<file path="config.mk">
export PLATFORM = sky130hd
export DESIGN_NAME = ling_serial_subtractor
export DESIGN_NICKNAME = d
export VERILOG_FILES = /design/src/rtl/ling_serial_subtractor.sv
export SDC_FILE = /design/constraint.sdc
export NUM_CORES = 1
export LEC_CHECK = 0
export BUFFER_PORTS_ARGS = -buffer_cell sky130_fd_sc_hd__buf_4
export CAP_MARGIN = 0
export CELL_PAD_IN_SITES_DETAIL_PLACEMENT = 0
export CELL_PAD_IN_SITES_GLOBAL_PLACEMENT = 2
export CORE_UTILIZATION = 31
export DETAILED_ROUTE_END_ITERATION = 6
export GPL_TIMING_DRIVEN = 0
export PLACE_DENSITY_LB_ADDON = 0.1
export REMOVE_ABC_BUFFERS = 1
export SYNTH_ARGS = -nofsm -noshare
export SYNTH_HDL_FRONTEND = slang
export SYNTH_SLANG_ARGS = --single-unit
export TNS_END_PERCENT = 100
</file>
<file path="constraint.sdc">
create_clock -name clk -period 2.5 [get_ports clk]
set_input_delay 0 -clock clk [delete_from_list [all_inputs] [get_ports clk]]
set_output_delay 0 -clock clk [all_outputs]
set_load 0.03 [all_outputs]
</file>
<file path="src/rtl/ling_serial_subtractor.sv">
// Multi-word serial subtractor: streams a - b one 8-bit beat per cycle, LS word first, over a Ling sparse-tree datapath.
// Optional LING_ADDSUB_MODE_EN adds op_sub (latched on word 0) to select a + b instead.
//
// state | meaning
// IDLE  | waiting for word 0; carry-in forced to the initial value
// RUN   | mid-operation; carry-in taken from the inter-word carry register
module ling_serial_subtractor #(
  parameter int WORDS = 4
) (
  input  logic       clk,
  input  logic       rst_n,
  input  logic       in_valid,
  output logic       in_ready,
  input  logic [7:0] in_a,
  input  logic [7:0] in_b,
`ifdef LING_ADDSUB_MODE_EN
  input  logic       op_sub,
`endif
  output logic       out_valid,
  input  logic       out_ready,
  output logic [7:0] out_diff,
  output logic       out_last,
  output logic       out_borrow,
  output logic       out_zero
);

  localparam int CW = (WORDS > 1) ? $clog2(WORDS) : 1;
  localparam logic [CW-1:0] LAST = CW'(WORDS - 1);

  typedef enum logic {IDLE, RUN} state_t;

  state_t        state, state_nx;
  logic [CW-1:0] cnt, cnt_nx;
  logic          carry, carry_nx, zacc, zacc_nx;
  logic          valid_nx, last_nx, borrow_nx, zero_nx;
  logic [7:0]    diff_nx, bb, d;
  logic [8:0]    sum;
  logic          accept, sub_mode, cin, is_last, dz;
`ifdef LING_ADDSUB_MODE_EN
  logic          sub_r, sub_nx;
`endif

  // Ling pseudo-carries H = g | t_prev & H_prev; real carry into a group is t_prev & H.
  function automatic logic [8:0] ling8(input logic [7:0] a, input logic [7:0] b, input logic ci);
    logic [7:0] g, t, x, s;
    logic [3:0] h1, i1, hg, cg;
    logic       h2_lo, i2_lo, h2_hi, i2_hi;
    g = a & b;
    t = a | b;
    x = a ^ b;
    h1[0] = g[1] | g[0];
    h1[1] = g[3] | g[2];
    h1[2] = g[5] | g[4];
    h1[3] = g[7] | g[6];
    i1[0] = t[0] & ci;
    i1[1] = t[2] & t[1];
    i1[2] = t[4] & t[3];
    i1[3] = t[6] & t[5];
    h2_lo = h1[1] | (i1[1] & h1[0]);
    i2_lo = i1[1] & i1[0];
    h2_hi = h1[3] | (i1[3] & h1[2]);
    i2_hi = i1[3] & i1[2];
    hg[0] = h1[0] | (i1[0] & ci);
    hg[1] = h2_lo | (i2_lo & ci);
    hg[2] = h1[2] | (i1[2] & hg[1]);
    hg[3] = h2_hi | (i2_hi & hg[1]);
    cg[0] = ci;
    cg[1] = t[1] & hg[0];
    cg[2] = t[3] & hg[1];
    cg[3] = t[5] & hg[2];
    for (int k = 0; k < 4; k++) begin
      s[2*k]   = x[2*k] ^ cg[k];
      s[2*k+1] = x[2*k+1] ^ (g[2*k] | (t[2*k] & cg[k]));
    end
    return {t[7] & hg[3], s};
  endfunction

  assign in_ready = !out_valid || out_ready;
  assign accept   = in_valid && in_ready;

`ifdef LING_ADDSUB_MODE_EN
  assign sub_mode = (state == IDLE) ? op_sub : sub_r;
`else
  assign sub_mode = 1'b1;
`endif

  // Word 0 starts with carry 1 for subtract (two's complement) and 0 for add.
  assign cin     = (state == IDLE) ? sub_mode : carry;
  assign bb      = sub_mode ? ~in_b : in_b;
  assign sum     = ling8(in_a, bb, cin);
  assign d       = sum[7:0];
  assign is_last = (cnt == LAST);
  assign dz      = zacc && (d == 8'h00);

  always_comb begin
    state_nx  = state;
    cnt_nx    = cnt;
    carry_nx  = carry;
    zacc_nx   = zacc;
    valid_nx  = out_valid;
    diff_nx   = out_diff;
    last_nx   = out_last;
    borrow_nx = out_borrow;
    zero_nx   = out_zero;
`ifdef LING_ADDSUB_MODE_EN
    sub_nx    = sub_r;
    if (accept && state == IDLE) sub_nx = op_sub;
`endif
    if (accept) begin
      valid_nx  = 1'b1;
      diff_nx   = d;
      last_nx   = is_last;
      borrow_nx = is_last && (sub_mode ? ~sum[8] : sum[8]);
      zero_nx   = is_last && dz;
      if (is_last) begin
        cnt_nx   = '0;
        carry_nx = 1'b1;
        zacc_nx  = 1'b1;
        state_nx = IDLE;
      end else begin
        cnt_nx   = cnt + CW'(1);
        carry_nx = sum[8];
        zacc_nx  = dz;
        state_nx = RUN;
      end
    end else if (out_ready) begin
      valid_nx = 1'b0;
    end
  end

  always_ff @(posedge clk or negedge rst_n) begin
    if (!rst_n) begin
      state      <= IDLE;
      cnt        <= '0;
      carry      <= 1'b1;
      zacc       <= 1'b1;
      out_valid  <= 1'b0;
      out_diff   <= 8'h00;
      out_last   <= 1'b0;
      out_borrow <= 1'b0;
      out_zero   <= 1'b0;
`ifdef LING_ADDSUB_MODE_EN
      sub_r      <= 1'b1;
`endif
    end else begin
      state      <= state_nx;
      cnt        <= cnt_nx;
      carry      <= carry_nx;
      zacc       <= zacc_nx;
      out_valid  <= valid_nx;
      out_diff   <= diff_nx;
      out_last   <= last_nx;
      out_borrow <= borrow_nx;
      out_zero   <= zero_nx;
`ifdef LING_ADDSUB_MODE_EN
      sub_r      <= sub_nx;
`endif
    end
  end

endmodule

</file>
==> summary.log, run 1 <==
[global_route] pin count of the biggest net entering global routing 21
[critical_path] element type at the critical path start flop
[critical_path] register-to-register setup slack 0.33 ns
[critical_path] number of cells on the worst reg-to-reg path 8
[timing] worst clock skew on the final layout 0.00218 ns
[global_route] all-layer global routing usage 0.129
[route] antenna-violating nets left 0
[pwr] P_sw 397 µW
[route] DRC Markers 0
[critical_path] arrival time reported for the critical path endpoint 2.35 ns
[global_route] GR Overflow Total 0
[clocking] clock latency at the later pin of the worst-skew pair 0.25 ns
[timing] setup TNS 0 ns
[critical_path] Critical Path End Type flop
[critical_path] type of the worst setup path reg -> reg
[pwr] power share of the clock group 0.190
[cells_and_area] ratio of cells with drive above 1 in the final layout 0.305
[timing] least setup slack across all paths after layout 0.325 ns
[pwr] Cell Int Power 681 µW
[pwr] leakage power figure 0.000790 µW
[worst_hold_path] number of cells on the worst hold path 3
[critical_path] slowest cell on the critical path sky130_fd_sc_hd__dfstp_2
[critical_path] gate family responsible for the most delay along the worst path compound AO/OA/AOI/OAI gates
[worst_hold_path] type of the tightest min-delay check in -> reg
[pwr] fraction of power consumed by sequential logic 0.381
[yosys] number of synthesis warnings 0
[timing] Highest Clock Rate 460 MHz
[timing] post-layout min period 2.17 ns
[clocking] hold buffers post-CTS 2
[clocking] setup repair bufs after CTS 0
[timing] RSZ-0062 raised after global routing no
[cells_and_area] Area Growth Syn to Fin 29.5%
[floorplanning] Die Width 63.5 µm
[route] average detailed-routed wire length per instance 11.6 µm
[route] total length of routed wires 2280 µm
[timing] Rel. slew slack 0.742
[floorplanning] FP Rows 21
[clocking] Num CTS Buffers 3
[timing] pins over their slew limit 0
[cells_and_area] number of nets in the final layout 193
[critical_path] stage delay of the slowest cell on the critical path 0.53 ns
[yosys] post-synthesis average cell area 10.2 µm²
[floorplanning] core region area 3470 µm²
[clocking] clock tree from TritonCTS yes
[critical_path] Buffers & Inverters on Critical Path 0
[pwr] switching fraction of total power 0.368
[place] gpl congestion 0.710
[floorplanning] # IOs 33
[critical_path] CP cell instances nor2b_1 > o21ai_1 > nand3_1 > a21oi_1 > fa_1 > nor3_1 > nand4_1 > o21ai_0
[yosys] register area share after synthesis 0.365
[global_route] via count of the first global-routing pass 920
[critical_path] Req. time, crit path 2.68 ns
[global_route] global-route wire length before repair 4100 µm
[clocking] Gates resized, CTS repair 0
[global_route] initial antenna violation count 0
[pwr] power density over the cells 710 nW/µm²
[yosys] Synth Instances 115
[floorplanning] Die Span Y 63.5 µm
[critical_path] worst-path fanout max 3
[status] run status finished clean
[place] half-perimeter wire length of the detailed placement result 1920 µm
[clocking] register clock-pin slew on the reported worst setup and hold paths 0.06 ns
[yosys] commonest register cell after synthesis sky130_fd_sc_hd__dfrtp_1
[clocking] clock sinks 17
[clocking] clock tree root buffer cell sky130_fd_sc_hd__clkbuf_8
[yosys] flop and latch count out of synthesis 17
[cells_and_area] final antenna diode count 0
[pwr] worst supply voltage drop on vdd 0.000304 V
[yosys] Post-Syn Area 1170 µm²
[clocking] number of buffers on the longest clock path 2
[timing] final worst path period share 0.870
[route] detailed-route vias per instance 4.54
[yosys] number of enable flip-flop cells after synthesis 0
[timing] Worst Tran Pin Value 0.385 ns
[timing] final hold violations 0
[place] # port buffers 32
[place] setup slack after placement 0.308 ns
[job] max-capacitance violation count 0
[pwr] part of the total power dissipated in combinational logic 0.429
[worst_hold_path] hold path startpoint out_ready
[critical_path] WP depth 8
[floorplanning] Die Footprint 4040 µm²
[route] first drt pass iteration count 4
[route] vias after detailed routing 895
[critical_path] startpoint of the worst-slack reg-to-reg timing path carry
[yosys] proportion of synthesized flip-flops having asynchronous set or reset 1.00
[floorplanning] starting density of the core 0.338
[yosys] number of distinct library cells after synthesis 29
[clocking] number of H-tree levels 1
[timing] endpoints failing setup 0
[critical_path] worst setup path startpoint carry
[route] first-iteration detailed-routing DRC count 14
## cell usage in the layout, fill, tap and decap left out, types with 4 or more instances in the layout
cell type and count:
sky130_fd_sc_hd__fa_1 4, sky130_fd_sc_hd__inv_1 17, sky130_fd_sc_hd__nor2_1 8, sky130_fd_sc_hd__o21ai_0 5, sky130_fd_sc_hd__buf_4 32, sky130_fd_sc_hd__mux2_2 6, sky130_fd_sc_hd__nor3_1 5, sky130_fd_sc_hd__dfrtp_1 15
sky130_fd_sc_hd__ha_1 17, sky130_fd_sc_hd__nand2_1 6
## through the flow
stage	hold WS, ns	instances	area (µm²)	utilization	total power [µW]
2_1_floorplan	-0.296	113	1160	-	704
3_3_place_gp	-0.123	191	1460	0.420	876
3_5_place_dp	-0.124	191	1460	0.420	885
4_1_cts	0.0578	197	1520	0.438	1090
5_1_grt	0.0643	197	1520	0.438	1160
6_report	0.0601	197	1520	0.438	1080
## worst paths after layout
path                                    end
worst max-delay path               out_zero
worst min-delay path              out_valid
worst max register to register     out_zero
worst min register to register        state
max in group asynchronous             carry
min in group asynchronous       out_diff[0]
## synthesized netlist by cell type (2+ instances only)
library cell               count  share of area
sky130_fd_sc_hd__ha_1         17           0.18
sky130_fd_sc_hd__inv_1        17          0.054
sky130_fd_sc_hd__dfrtp_1      15           0.32
sky130_fd_sc_hd__nor2_1        8          0.026
sky130_fd_sc_hd__mux2_2        6          0.058
sky130_fd_sc_hd__nand2_1       6          0.019
sky130_fd_sc_hd__nor3_1        5          0.021
sky130_fd_sc_hd__o21ai_0       5          0.021
sky130_fd_sc_hd__fa_1          4          0.068
sky130_fd_sc_hd__a21oi_1       3          0.013
sky130_fd_sc_hd__nand4_1       3          0.016
sky130_fd_sc_hd__xnor2_1       3          0.022
sky130_fd_sc_hd__a21o_1        2          0.013
sky130_fd_sc_hd__dfstp_2       2          0.045
sky130_fd_sc_hd__nand2b_1      2          0.011
sky130_fd_sc_hd__nand3_1       2         0.0085
sky130_fd_sc_hd__nand3b_1      2          0.013
sky130_fd_sc_hd__nor4_1        2          0.011
## cell type report
cell class                      count  area (µm²)
Fill cell                         366        1950
Inverter                           17        63.8
Tap cell                           46        57.6
Clock buffer                        4        45.0
Sequential cell                    17         428
Timing Repair Buffer               34         260
Multi-Input combinational cell     79         666
## tightest hold or removal path: stages
cell and delay, ns:
sky130_fd_sc_hd__buf_4 0.08, sky130_fd_sc_hd__nand2b_4 0.14, sky130_fd_sc_hd__nand2b_1 0.06
## cells by family (layout without fill, tap and decap cells)
kind of cell               count (synthesis)  count (layout)  synth area share
buffers and inverters                     19              55            0.0682
AOI/OAI and AO/OA                         14              14            0.0746
and+or+nand+nor                           33              33             0.147
xor gates and xnor gates                   4               4            0.0299
DFF                                       17              17             0.365
muxes                                      7               7            0.0661
adders and majority gates                 21              21             0.249
## power groups by stage
stage          sequential (µW)  clock, µW  combinational, µW
3_3_place_gp               412          0                464
3_5_place_dp               418          0                467
6_report                   411        205                463
2_1_floorplan              512          0                191
5_1_grt                    422        227                507
4_1_cts                    413        207                472
## registers in the layout, indices dropped and copies added (netlist names)
| name | flops |
|---|---|
| out_diff | 8 |
| cnt | 2 |
| carry | 1 |
| out_borrow | 1 |
| out_last | 1 |
| out_valid | 1 |
| out_zero | 1 |
| state | 1 |
| zacc | 1 |
## layer usage
layer  track usage  vias up  share of wire
li1              -      444              -
met1         0.169      423           0.48
met2         0.203       26           0.47
met3        0.0453        2          0.051
met4        0.0256        0         0.0026
met5             0        -              0
No activity file was read; power rests on OpenSTA's default activity.
==> inputs of run 2 (changes only) <==
- BUFFER_PORTS_ARGS: -buffer_cell sky130_fd_sc_hd__buf_4 -> default
- CORE_UTILIZATION: 31 -> 36
- DONT_BUFFER_PORTS: default -> 1
- REMOVE_ABC_BUFFERS: 1 -> default
==> run 2 against run 1 <==
Setup slack worse by 0.0079 ns. Final cell count is 16% lower. Sequential share of layout area is 5.1 points higher. Via count is 13% lower. Critical endpoint unchanged. Largest cell class unchanged.
==> summary.log, run 2 (same netlist as run 1, synthesis figures left out) <==
[status] run status finished clean
[timing] setup TNS 0 ns
[timing] RSZ-0062 raised after global routing no
[global_route] global-route wire length before repair 3640 µm
[clocking] register clock-pin slew on the reported worst setup and hold paths 0.10 ns
[critical_path] worst setup path startpoint carry
[cells_and_area] Regs by FF count out_diff (8), cnt (2)
[cells_and_area] number of nets in the final layout 164
[global_route] initial antenna violation count 0
[critical_path] Req. time, crit path 2.71 ns
[clocking] number of H-tree levels 1
[global_route] all-layer global routing usage 0.143
[critical_path] startpoint of the worst-slack reg-to-reg timing path carry
[clocking] clock sinks 17
[cells_and_area] area of all placed cells without fillers 1290 µm²
[global_route] pin count of the biggest net entering global routing 18
[floorplanning] Die Width 59.1 µm
[floorplanning] # IOs 33
[worst_hold_path] type of the tightest min-delay check in -> reg
[cells_and_area] Area Growth Syn to Fin 9.81%
[timing] Worst Tran Pin Value 0.763 ns
[clocking] clock tree root buffer cell sky130_fd_sc_hd__clkbuf_4
[cells_and_area] most flop-heavy register out_diff
[timing] Highest Clock Rate 458 MHz
[timing] final worst path period share 0.873
[route] total length of routed wires 2190 µm
[critical_path] element type at the critical path start flop
[job] max-capacitance violation count 0
[clocking] Num CTS Buffers 3
[clocking] setup repair bufs after CTS 0
[timing] Rel. slew slack 0.490
[floorplanning] core region area 3080 µm²
[clocking] clock tree from TritonCTS yes
[global_route] GR Overflow Total 0
[critical_path] Critical Path End Type flop
[floorplanning] starting density of the core 0.381
[pwr] worst supply voltage drop on vdd 0.000158 V
[timing] endpoints failing setup 0
[floorplanning] FP Rows 20
[pwr] leakage power figure 0.000640 µW
[timing] worst clock skew on the final layout 0.00112 ns
[timing] final hold violations 0
[cells_and_area] ratio of cells with drive above 1 in the final layout 0.139
[critical_path] register-to-register setup slack 0.32 ns
[place] post-place instance area 1230 µm²
[critical_path] arrival time reported for the critical path endpoint 2.40 ns
[pwr] Power, Total 924 µW
[critical_path] worst-path fanout max 3
[clocking] clock latency at the later pin of the worst-skew pair 0.29 ns
[yosys] syn_nets 156
[route] first drt pass iteration count 4
[critical_path] type of the worst setup path reg -> reg
[floorplanning] Die Footprint 3490 µm²
[route] DRC Markers 0
[floorplanning] Die Span Y 59.1 µm
[place] half-perimeter wire length of the detailed placement result 1810 µm
[timing] pins over their slew limit 0
[timing] post-layout min period 2.18 ns
[worst_hold_path] hold path startpoint in_a[2]
[global_route] via count of the first global-routing pass 816
[route] detailed-route vias per instance 4.70
[pwr] power density over the cells 717 nW/µm²
[route] vias after detailed routing 780
[route] average detailed-routed wire length per instance 13.2 µm
[place] gpl congestion 0.714
[cells_and_area] most used cells in the layout excluding fill and tap cells sky130_fd_sc_hd__inv_1 (17), sky130_fd_sc_hd__ha_1 (17), sky130_fd_sc_hd__dfrtp_1 (15), sky130_fd_sc_hd__nor2_1 (8)
[route] antenna-violating nets left 0
[cells_and_area] number of flip-flops under the largest register name 8
[clocking] number of buffers on the longest clock path 2
[cells_and_area] final antenna diode count 0
[route] first-iteration detailed-routing DRC count 16
[place] # port buffers 0
run 2: final timing paths:
kind / cells past startpoint / end
setup / recovery: 8 / out_zero
hold / removal: 2 / out_diff[2]
setup reg to reg: 8 / out_zero
hold reg to reg: 1 / state
max in group asynchronous: 1 / out_diff[7]
min in group asynchronous: 1 / out_diff[1]
run 2: repair_timing:
| action | 4_1_cts | 5_1_grt |
|---|---|---|
| hold buffers | 3 | 0 |
| endpoints found under the hold margin | 21 | 0 |
| resized for setup | 0 | 1 |
| endpoints found under the setup margin | 0 | 1 |
run 2: cell type report:
class,instances,area [µm²]
Clock buffer,4,26.3
Timing Repair Buffer,3,30.0
Inverter,17,63.8
Multi-Input combinational cell,79,669
Buffer,2,16.3
Sequential cell,17,428
Tap cell,44,55.1
Fill cell,329,1790
run 2: through the flow:
step	hold slack [ns]	util	setup WS, ns	cells
final	0.0517	0.419	0.317	166
after CTS	0.0449	0.417	0.207	166
after global placement	-0.295	0.399	0.269	159
after detailed placement	-0.295	0.399	0.236	159
after floorplan	-0.296	-	0.570	115
after global routing	0.0484	0.419	0.0893	166
run 2: worst max-delay path, stage by stage, from the launching register on:
cell	delay, ns
sky130_fd_sc_hd__dfstp_2	0.55
sky130_fd_sc_hd__nor2b_1	0.07
sky130_fd_sc_hd__o21ai_2	0.19
sky130_fd_sc_hd__nand3_1	0.10
sky130_fd_sc_hd__a21oi_1	0.20
sky130_fd_sc_hd__fa_1	0.47
sky130_fd_sc_hd__nor3_1	0.19
sky130_fd_sc_hd__nand4_1	0.16
sky130_fd_sc_hd__o21ai_0	0.18
run 2: where the power goes:
part / switching (µW) / internal (µW) / total, µW
clock: 85.1 / 62.0 / 147
combinational: 128 / 127 / 255
sequential: 161 / 362 / 523
run 2: metal layers:
layer,track usage,routed length (µm),part of all wire,vias to the layer above
li1,-,-,-,386
met1,0.194,1060,0.48,371
met2,0.221,1010,0.46,23
met3,0.0349,128,0.058,0
met4,0.0510,0,0,0
met5,0,0,0,-
==> inputs of run 3 (changes only) <==
- CORE_UTILIZATION: 36 -> 34
- clock period: 2.5 -> 1.8 ns (I/O delays scaled with it)
==> run 3 against run 2 <==
The run now ends with negative setup slack left. Non-clock buffer count is 3 higher. Register-to-register slack lost 0.57 ns. Flip-flop and latch count is the same. Design area up 6.7%. Total power rose by 47%. Highest routed layer unchanged.
==> summary.log, run 3 (same netlist as run 1, synthesis figures left out) <==
[cells_and_area] final antenna diode count 0
[status] run status finished with violations
[pwr] part of the total power dissipated in combinational logic 0.314
[floorplanning] core region area 3150 µm²
[status] violated checks negative setup slack
[worst_hold_path] type of the tightest min-delay check in -> reg
[cells_and_area] Filler Cell Count 334
[timing] final hold violations 0
[floorplanning] # IOs 33
[route] first-iteration detailed-routing DRC count 29
[global_route] all-layer global routing usage 0.130
[clocking] Num CTS Buffers 3
[place] number of placed instances, taps included 159
[critical_path] Critical Path End Type flop
[pwr] Power, Total 1360 µW
[global_route] via count of the first global-routing pass 818
[floorplanning] FP Rows 20
[critical_path] arrival time reported for the critical path endpoint 2.28 ns
[timing] Rel. slew slack 0.483
[critical_path] register-to-register setup slack -0.26 ns
[critical_path] element type at the critical path start flop
[pwr] Cell Int Power 812 µW
[clocking] register clock-pin slew on the reported worst setup and hold paths 0.09 ns
[pwr] leakage power figure 0.000682 µW
[floorplanning] Die Footprint 3690 µm²
[route] vias after detailed routing 789
[yosys] syn_nets 156
[place] half-perimeter wire length of the detailed placement result 1840 µm
[place] setup slack after placement -0.322 ns
[pwr] switching fraction of total power 0.403
[pwr] worst supply voltage drop on vdd 0.000395 V
[cells_and_area] utilization after layout 0.436
[critical_path] Req. time, crit path 2.02 ns
[timing] post-layout min period 2.06 ns
[timing] worst clock skew on the final layout 0.00642 ns
[place] gpl congestion 0.673
[global_route] global-route wire length before repair 3510 µm
[floorplanning] Die Span Y 60.8 µm
[cells_and_area] most flop-heavy register out_diff
[timing] Highest Clock Rate 486 MHz
[timing] endpoints failing setup 4
[route] total length of routed wires 2200 µm
[timing] least setup slack across all paths after layout -0.258 ns
[cells_and_area] number of nets in the final layout 167
[route] first drt pass iteration count 4
[job] max-capacitance violation count 0
[cells_and_area] Final Non-Filler Cells 169
[pwr] power share of the clock group 0.148
[timing] pins over their slew limit 0
[floorplanning] starting density of the core 0.372
[critical_path] type of the worst setup path reg -> reg
[cells_and_area] most used cells in the layout excluding fill and tap cells sky130_fd_sc_hd__inv_1 (17), sky130_fd_sc_hd__ha_1 (17), sky130_fd_sc_hd__dfrtp_1 (15)
[clocking] number of buffers on the longest clock path 2
[route] DRC Markers 0
[place] # port buffers 0
[cells_and_area] Area Growth Syn to Fin 17.2%
[clocking] clock tree from TritonCTS yes
[pwr] P_sw 549 µW
[clocking] clock latency at the later pin of the worst-skew pair 0.29 ns
[cells_and_area] area occupied by multi-input gates 734 µm²
[cells_and_area] FF/Latch Area 428 µm²
[clocking] number of H-tree levels 1
[route] average detailed-routed wire length per instance 13.0 µm
[route] detailed-route vias per instance 4.67
[cells_and_area] Regs by FF count out_diff (8), cnt (2)
[clocking] clock sinks 17
[global_route] pin count of the biggest net entering global routing 18
[global_route] GR Overflow Total 0
[timing] final worst path period share 1.14
[global_route] initial antenna violation count 0
[clocking] clock tree root buffer cell sky130_fd_sc_hd__clkbuf_4
[cells_and_area] ratio of cells with drive above 1 in the final layout 0.272
[timing] RSZ-0062 raised after global routing yes
[cells_and_area] number of flip-flops under the largest register name 8
[route] antenna-violating nets left 0
[timing] Worst Tran Pin Value 0.773 ns
[pwr] power density over the cells 989 nW/µm²
[pwr] fraction of power consumed by sequential logic 0.538
[critical_path] worst-path fanout max 3
[floorplanning] Die Width 60.8 µm
[timing] final hold slack 0.0102 ns
run 3: cell types whose count changed in the layout (fill, tap and decap cells not counted), moves of 2 or more:
cell                      delta
sky130_fd_sc_hd__o21ai_1     +2
sky130_fd_sc_hd__nor3_1      -2
sky130_fd_sc_hd__xnor2_2     +2
sky130_fd_sc_hd__xnor2_1     -2
sky130_fd_sc_hd__nor3_2      +2
sky130_fd_sc_hd__nor2_2      +2
sky130_fd_sc_hd__nor2_1      -2
sky130_fd_sc_hd__buf_4       +4
sky130_fd_sc_hd__a21oi_2     +2
sky130_fd_sc_hd__o21ai_0     -3
sky130_fd_sc_hd__a21oi_1     -2
run 3: worst paths after layout:
check / from / cells past startpoint / endpoint
max: carry / 8 / zacc
min: out_ready / 2 / out_valid
max reg2reg: carry / 8 / zacc
min reg2reg: state / 1 / state
max in group asynchronous: rst_n / 1 / out_diff[5]
min in group asynchronous: rst_n / 1 / out_diff[1]
run 3: power by group through the flow:
stage	registers (µW)	clock network, µW	logic [µW]
finish	732	202	427
global route	751	227	488
CTS	737	210	385
detailed placement	742	0	344
global placement	735	0	338
floorplan	713	0	277
run 3: layer usage:
layer | track usage | routed length, µm | up-vias
met5 | 0 | 0 | -
li1 | - | - | 396
met1 | 0.169 | 1020 | 368
met2 | 0.218 | 1050 | 25
met3 | 0.0448 | 132 | 0
met4 | 0.00974 | 0 | 0
run 3: layout make-up:
type	instances	share of cell area
multi-input cells	79	0.534
flip-flops and latches	17	0.311
inverters	17	0.0464
well taps	44	0.0400
repair buffers	6	0.0364
clock buffers	3	0.0164
plain buffers	2	0.0118
clock inverters	1	0.00364
run 3: stage by stage:
stage,area [µm²],setup TNS (ns)
5_1_grt,1380,-1.15
6_report,1380,-0.616
3_3_place_gp,1240,-0.735
3_5_place_dp,1240,-0.803
4_1_cts,1310,-0.786
2_1_floorplan,1180,-0.131
run 3: repair_timing:
action | in CTS | in global routing
pin swaps | 7 | 10
cloned | 0 | 0
hold buffers | 2 | 0
setup buffers | 2 | 2
endpoints found under the hold margin | 21 | 0
gates resized for setup | 3 | 11
setup endpoints to repair | 5 | 8
run 3: critical path: stages, from the launching register on:
cell and delay, ns:
sky130_fd_sc_hd__dfstp_2 0.56, sky130_fd_sc_hd__nor2b_4 0.05, sky130_fd_sc_hd__o21ai_4 0.14, sky130_fd_sc_hd__nand3b_1 0.11, sky130_fd_sc_hd__fa_1 0.54, sky130_fd_sc_hd__nand3b_1 0.10, sky130_fd_sc_hd__nor3_2 0.16, sky130_fd_sc_hd__nand4_1 0.16
sky130_fd_sc_hd__a21oi_2 0.17
